--- config.mk ---
export PLATFORM = sky130hd
export DESIGN_NAME = scu_dsp_dma_resp
export DESIGN_NICKNAME = d
export VERILOG_FILES = /design/src/rtl/scu_dsp_dma_resp_pkg.sv /design/src/rtl/scu_dsp_dma_resp.sv
export SDC_FILE = /design/constraint.sdc
export NUM_CORES = 1
export LEC_CHECK = 0
export CAP_MARGIN = 10
export CORE_ASPECT_RATIO = 1.75
export CORE_MARGIN = 5
export CORE_UTILIZATION = 50
export CTS_CLUSTER_DIAMETER = 60
export DETAILED_ROUTE_END_ITERATION = 8
export HOLD_SLACK_MARGIN = 0.15
export PLACE_DENSITY = 0.86
export SLEW_MARGIN = 20
export SYNTH_ARGS = -nofsm -noshare
export SYNTH_HDL_FRONTEND = slang
export SYNTH_SLANG_ARGS = --single-unit
--- constraint.sdc ---
create_clock -name CLK -period 3.85 [get_ports CLK]
set_input_delay 0.5775 -clock CLK [delete_from_list [all_inputs] [get_ports CLK]]
set_output_delay 0.5775 -clock CLK [all_outputs]
set_load 0.02 [all_outputs]
--- src/rtl/scu_dsp_dma_resp_pkg.sv ---
// scu_dsp_dma_pkg: shared types and constants for the SCU-side DSP DMA responder.
//   DspDmaState_t : responder FSM states
//   DMAI_*        : bit positions of the fields in the DMA instruction word
//   AddStep()     : write-direction address increment (in words) for an ADD code
package scu_dsp_dma_pkg;

  typedef enum logic [2:0] {
    IDLE,
    WAIT_REQ,
    WR_ACK,
    WR_MEM,
    RD_MEM,
    RD_ACK,
    DONE,
    END2
  } DspDmaState_t;

  localparam int unsigned DMAI_DIR_BIT  = 12;
  localparam int unsigned DMAI_HOLD_BIT = 14;
  localparam int unsigned DMAI_ADD_LSB  = 15;

  function automatic logic [6:0] AddStep(input logic [2:0] add);
    logic [6:0] step;
    case (add)
      3'd0:    step = 7'd0;
      3'd1:    step = 7'd1;
      3'd2:    step = 7'd2;
      3'd3:    step = 7'd4;
      3'd4:    step = 7'd8;
      3'd5:    step = 7'd16;
      3'd6:    step = 7'd32;
      default: step = 7'd64;
    endcase
    return step;
  endfunction

endpackage

--- src/rtl/scu_dsp_dma_resp.sv ---
// scu_dsp_dma_resp: SCU-side responder for the DSP D0-bus DMA engine.
// Holds RA0/WA0, latches the DMA instruction on DMAW, and turns each DSP
// beat request into one word transfer on the SCU memory bus.
// Ports:
//   CLK, RST_N (async, active-low), RES_N (sync soft reset, active-low)
//   CE_R / CE_F           : DSP clock-phase enables (only CE_R is used)
//   DSO, RA0W, WA0W, DMAW : DSP register writes and DMA start
//   DMA_REQ/DO/LAST       : DSP beat request, write data, final-beat flag
//   DMA_DI/ACK/END        : read data, beat handshake, completion strobe
//   MEM_A/DO/WE/REQ       : SCU bus request (byte address, held until MEM_ACK)
//   MEM_DI/ACK            : SCU bus read data and completion pulse
//   BUSY                  : transfer in progress
module scu_dsp_dma_resp
  import scu_dsp_dma_pkg::*;
#(
  parameter int AW = 25
) (
  input  logic          CLK,
  input  logic          RST_N,
  input  logic          RES_N,
  input  logic          CE_R,
  input  logic          CE_F,
  input  logic [31:0]   DSO,
  input  logic          RA0W,
  input  logic          WA0W,
  input  logic          DMAW,
  input  logic          DMA_REQ,
  input  logic [31:0]   DMA_DO,
  input  logic          DMA_LAST,
  output logic [31:0]   DMA_DI,
  output logic          DMA_ACK,
  output logic          DMA_END,
  output logic [AW+1:0] MEM_A,
  output logic [31:0]   MEM_DO,
  output logic          MEM_WE,
  output logic          MEM_REQ,
  input  logic [31:0]   MEM_DI,
  input  logic          MEM_ACK,
  output logic          BUSY
);

  DspDmaState_t  state;
  logic [AW-1:0] ra0, wa0, cur, cur_next;
  logic          dir, hold, last;
  logic [2:0]    add;

  logic unused_inputs;
  assign unused_inputs = ^{CE_F, DSO[31:AW]};

  always_comb begin
    cur_next = cur + (dir ? AW'(AddStep(add)) : AW'(1));
  end

  assign MEM_A = {cur, 2'b00};

  always_ff @(posedge CLK or negedge RST_N) begin
    if (!RST_N) begin
      state <= IDLE;
      ra0 <= '0; wa0 <= '0; cur <= '0;
      dir <= 1'b0; hold <= 1'b0; add <= '0; last <= 1'b0;
      DMA_DI <= '0; DMA_ACK <= 1'b0; DMA_END <= 1'b0;
      MEM_DO <= '0; MEM_WE <= 1'b0; MEM_REQ <= 1'b0; BUSY <= 1'b0;
    end else if (!RES_N) begin
      state <= IDLE;
      ra0 <= '0; wa0 <= '0; cur <= '0;
      dir <= 1'b0; hold <= 1'b0; add <= '0; last <= 1'b0;
      DMA_DI <= '0; DMA_ACK <= 1'b0; DMA_END <= 1'b0;
      MEM_DO <= '0; MEM_WE <= 1'b0; MEM_REQ <= 1'b0; BUSY <= 1'b0;
    end else begin
      if (!BUSY && RA0W) ra0 <= DSO[AW-1:0];
      if (!BUSY && WA0W) wa0 <= DSO[AW-1:0];

      case (state)
        // DMAW is a one-CLK strobe like RA0W/WA0W, so it is taken on any CLK.
        IDLE: begin
          if (DMAW) begin
            dir   <= DSO[DMAI_DIR_BIT];
            hold  <= DSO[DMAI_HOLD_BIT];
            add   <= DSO[DMAI_ADD_LSB +: 3];
            cur   <= DSO[DMAI_DIR_BIT] ? wa0 : ra0;
            BUSY  <= 1'b1;
            state <= WAIT_REQ;
          end
        end

        WAIT_REQ: begin
          if (CE_R && DMA_REQ) begin
            last <= DMA_LAST;
            if (dir) begin
              MEM_DO  <= DMA_DO;
              DMA_ACK <= 1'b1;
              state   <= WR_ACK;
            end else begin
              MEM_REQ <= 1'b1;
              MEM_WE  <= 1'b0;
              state   <= RD_MEM;
            end
          end
        end

        WR_ACK: begin
          if (CE_R) begin
            DMA_ACK <= 1'b0;
            MEM_REQ <= 1'b1;
            MEM_WE  <= 1'b1;
            state   <= WR_MEM;
          end
        end

        WR_MEM: begin
          if (MEM_ACK) begin
            MEM_REQ <= 1'b0;
            MEM_WE  <= 1'b0;
            cur     <= cur_next;
            state   <= last ? DONE : WAIT_REQ;
          end
        end

        RD_MEM: begin
          if (MEM_ACK) begin
            MEM_REQ <= 1'b0;
            DMA_DI  <= MEM_DI;
            cur     <= cur_next;
            state   <= RD_ACK;
          end
        end

        // DMA_ACK itself marks which of the two CE_R edges this is.
        RD_ACK: begin
          if (CE_R) begin
            if (!DMA_ACK) begin
              DMA_ACK <= 1'b1;
            end else begin
              DMA_ACK <= 1'b0;
              state   <= last ? DONE : WAIT_REQ;
            end
          end
        end

        DONE: begin
          if (CE_R) begin
            if (!hold) begin
              if (dir) wa0 <= cur;
              else     ra0 <= cur;
            end
            DMA_END <= 1'b1;
            state   <= END2;
          end
        end

        END2: begin
          if (CE_R) begin
            DMA_END <= 1'b0;
            BUSY    <= 1'b0;
            state   <= IDLE;
          end
        end

        default: state <= IDLE;
      endcase
    end
  end

endmodule

==> metrics.cfg <==
[worst_setup_path]
r2r_cells = 8
worstSetupStartpoint = dir
cp_data_arrival_time_ns = 3.30
rrSetupSlack_ns = 0.83
cp-end-kind = flip-flop
r2r_start = dir
crit_path_max_fanout = 14
cp-start-kind = flip-flop
path_class = flip-flop to flip-flop
crit_required_ns = 4.13
rr_endpoint = cur[18]

[cts]
cts-hold-fix-buffers = 0
clk_path_buf_depth = 2
root_buffer = clkbuf_16
clk_latency_ns = 0.42
cts-resized-gates = 0
cts_num_sinks = 153
cts_tree = done
post-cts-setup-buffers = 0
cts_made_buffers = 17
htree_levels = 4
clkTransAtPathRegs_ns = 0.07

[final_layout]
n_antenna_cell = 0
layout_commonest_cell = clkdlybuf4s50_1
finalInstanceArea_um2 = 10600
fillers = 1250
syn2layout_area_growth_pct = 31.7
finalNetCount = 1160
final_cell_mix = 190 x clkdlybuf4s50_1, 172 x nand2_1, 153 x dfrtp_1
drive_gt1_share_pct = 6.43

[route]
wl_per_cell_um = 18.7
antenna_left = 0
drc = 0
vias = 7363
drt_wl_total_mm = 23.3
first_pass_iters = 5
drt_iter0_drc = 486
vias_per_cell = 5.90

[logic_synthesis]
ys_ff_latch = 153
synthMuxAreaShare_pct = 9.71
ys.flop_type = dfrtp_1
yosysWarningCount = 0
syn_area_um2 = 8080
synth_top_family_by_area = simple AND/OR/NAND/NOR gates
synth_edf_count = 0
ys_async_sr_fraction_pct = 100
seq_area_frac_synth_pct = 47.4
synth-xor-area-share_pct = 0.434
synth.avg_cell_area_um2 = 9.07
synth_fa_ha_area_share_pct = 1.33
synth-simple-area-share_pct = 20.7
synth_cell_types = 68
synthCells = 891
synth-compound-area-share_pct = 16.0

[placement]
place_area_um2 = 10100
io_buffers = 192
hpwlAfterDp_mm = 16.0
routabilityCongestion = 0.875
dp_slack_ns = 0.981

[timing]
maxSlewHeadroom_pct = 35.1
fmax_mhz = 331
setup_viol = 0
period_needed_ns = 3.02
hold_viol_final = 0
rsz0062_at_grt = false
period_share_pct = 78.4
finalMaxSlewViolations = 0
tightest_slew_ns = 0.974
tns_ns = 0
setup_slack_ns = 0.832
finClkSkew_ns = 0.00920

[status]
outcome = complete, no violations

[die]
dieArea_um2 = 18900
start_util_pct = 50.9
die_h_um = 178
core.rowCount = 61
io_pins = 203
core_area_um2 = 15900
fp.dieW_um = 106

[hold_path]
holdCritPathClass = input port to async pin

[global_routing]
grt_util_all_layers_pct = 24.6
grt_pass1_wl_mm = 37.4
grt_max_degree = 79
grt_pass1_vias = 7386
grt_overflow = 0
antenna_found_initial = 0

[power_and_ir_drop]
power.density_nw_per_um2 = 498
leakage_nw = 4.80
vdd_drop_max_v = 0.000325

[job]
cap_violations = 0

## cell families after synthesis
logic type	count (synthesis)
XOR/XNOR	4
adder cells (fa/ha/maj)	8
multiplexers	78
AO/OA/AOI/OAI	194
AND/OR/NAND/NOR	369
other	1
buffers and inverters	84
flip-flops	153
## critical path: stages (launching register included)
cell and delay (ns):
dfrtp_1 0.62, nor4bb_1 0.36, inv_1 0.12, fa_1 0.41, nand2b_1 0.21, a21o_1 0.22, a21o_1 0.29, o311ai_0 0.50
nand3_1 0.14
## worst max path at each step
stage	end	slack (ns)	cells after the start
floorplan	cur[12]	1.14	9
global placement	cur[10]	1.0	8
detailed placement	cur[10]	0.98	8
CTS	cur[18]	0.89	8
global route	cur[18]	0.72	8
finish	cur[18]	0.83	8
## area by class of cell
class | count | area [µm²] | share of cell area (%)
clock inverters | 15 | 130 | 1.22
clock buffers | 17 | 425 | 4.00
repair buffers | 208 | 2050 | 19.3
well taps | 189 | 236 | 2.22
flip-flops and latches | 153 | 3830 | 36.0
inverters | 10 | 37.5 | 0.353
multi-input cells | 655 | 3940 | 37.0
## power breakdown
part           switching (W)  internal, W  leakage, nW
logic               0.000892     0.000725         2.49
clock network       0.000680     0.000887        0.257
registers           0.000293      0.00182         2.06
## routing by layer
metal	up-vias	global-route usage [%]	wire length [µm]
met3	68	4.24	1340
met2	335	43.8	12300
li1	3459	-	-
met5	-	0	0
met1	3501	29.0	8830
met4	0	10.5	899
## state kept, by name, indices dropped and copies added (netlist names)
name and cells:
cur 25, add 3, DMA_DI 32, MEM_REQ 1, wa0 25, hold 1
ra0 25, state 3, dir 1, last 1, DMA_ACK 1, BUSY 1
DMA_END 1, MEM_WE 1, MEM_DO 32
## Yosys cell counts (3+ instances only)
library cell  count  area [µm²]
nand2_1         172         646
dfrtp_1         153        3830
nor2_1           90         338
mux2i_1          75         751
a211oi_1         52         390
a21oi_1          52         260
nand3_1          45         225
clkbuf_1         40         150
o21ai_0          27         135
buf_2            24         120
inv_1            10        37.5
a31oi_1           9        56.3
nand2b_1          9        56.3
o311ai_0          9        78.8
a21o_1            8        60.1
buf_1             7        26.3
ha_1              7        87.6
nor3_1            7        35.0
nand3b_1          5        37.5
nor3b_1           5        37.5
o211ai_1          5        37.5
and3_1            4        25.0
nor2b_1           4        25.0
o311ai_1          4        35.0
a311oi_1          3        26.3
buf_4             3        22.5
mux2_2            3        33.8
nor4_1            3        18.8
o22a_1            3        26.3
xnor2_1           3        26.3
## metrics by stage
| stage | cells | utilization [%] | total power, W | hold WS, ns |
|---|---|---|---|---|
| after floorplan | 892 | - | 0.00307 | 0.282 |
| after global placement | 1215 | 63.6 | 0.00369 | 0.448 |
| after detailed placement | 1215 | 63.6 | 0.00374 | 0.455 |
| after CTS | 1247 | 67.1 | 0.00531 | 0.211 |
| after global routing | 1247 | 67.1 | 0.00556 | 0.237 |
| final | 1247 | 67.1 | 0.00530 | 0.165 |
Power figures use the tool's default switching activity.
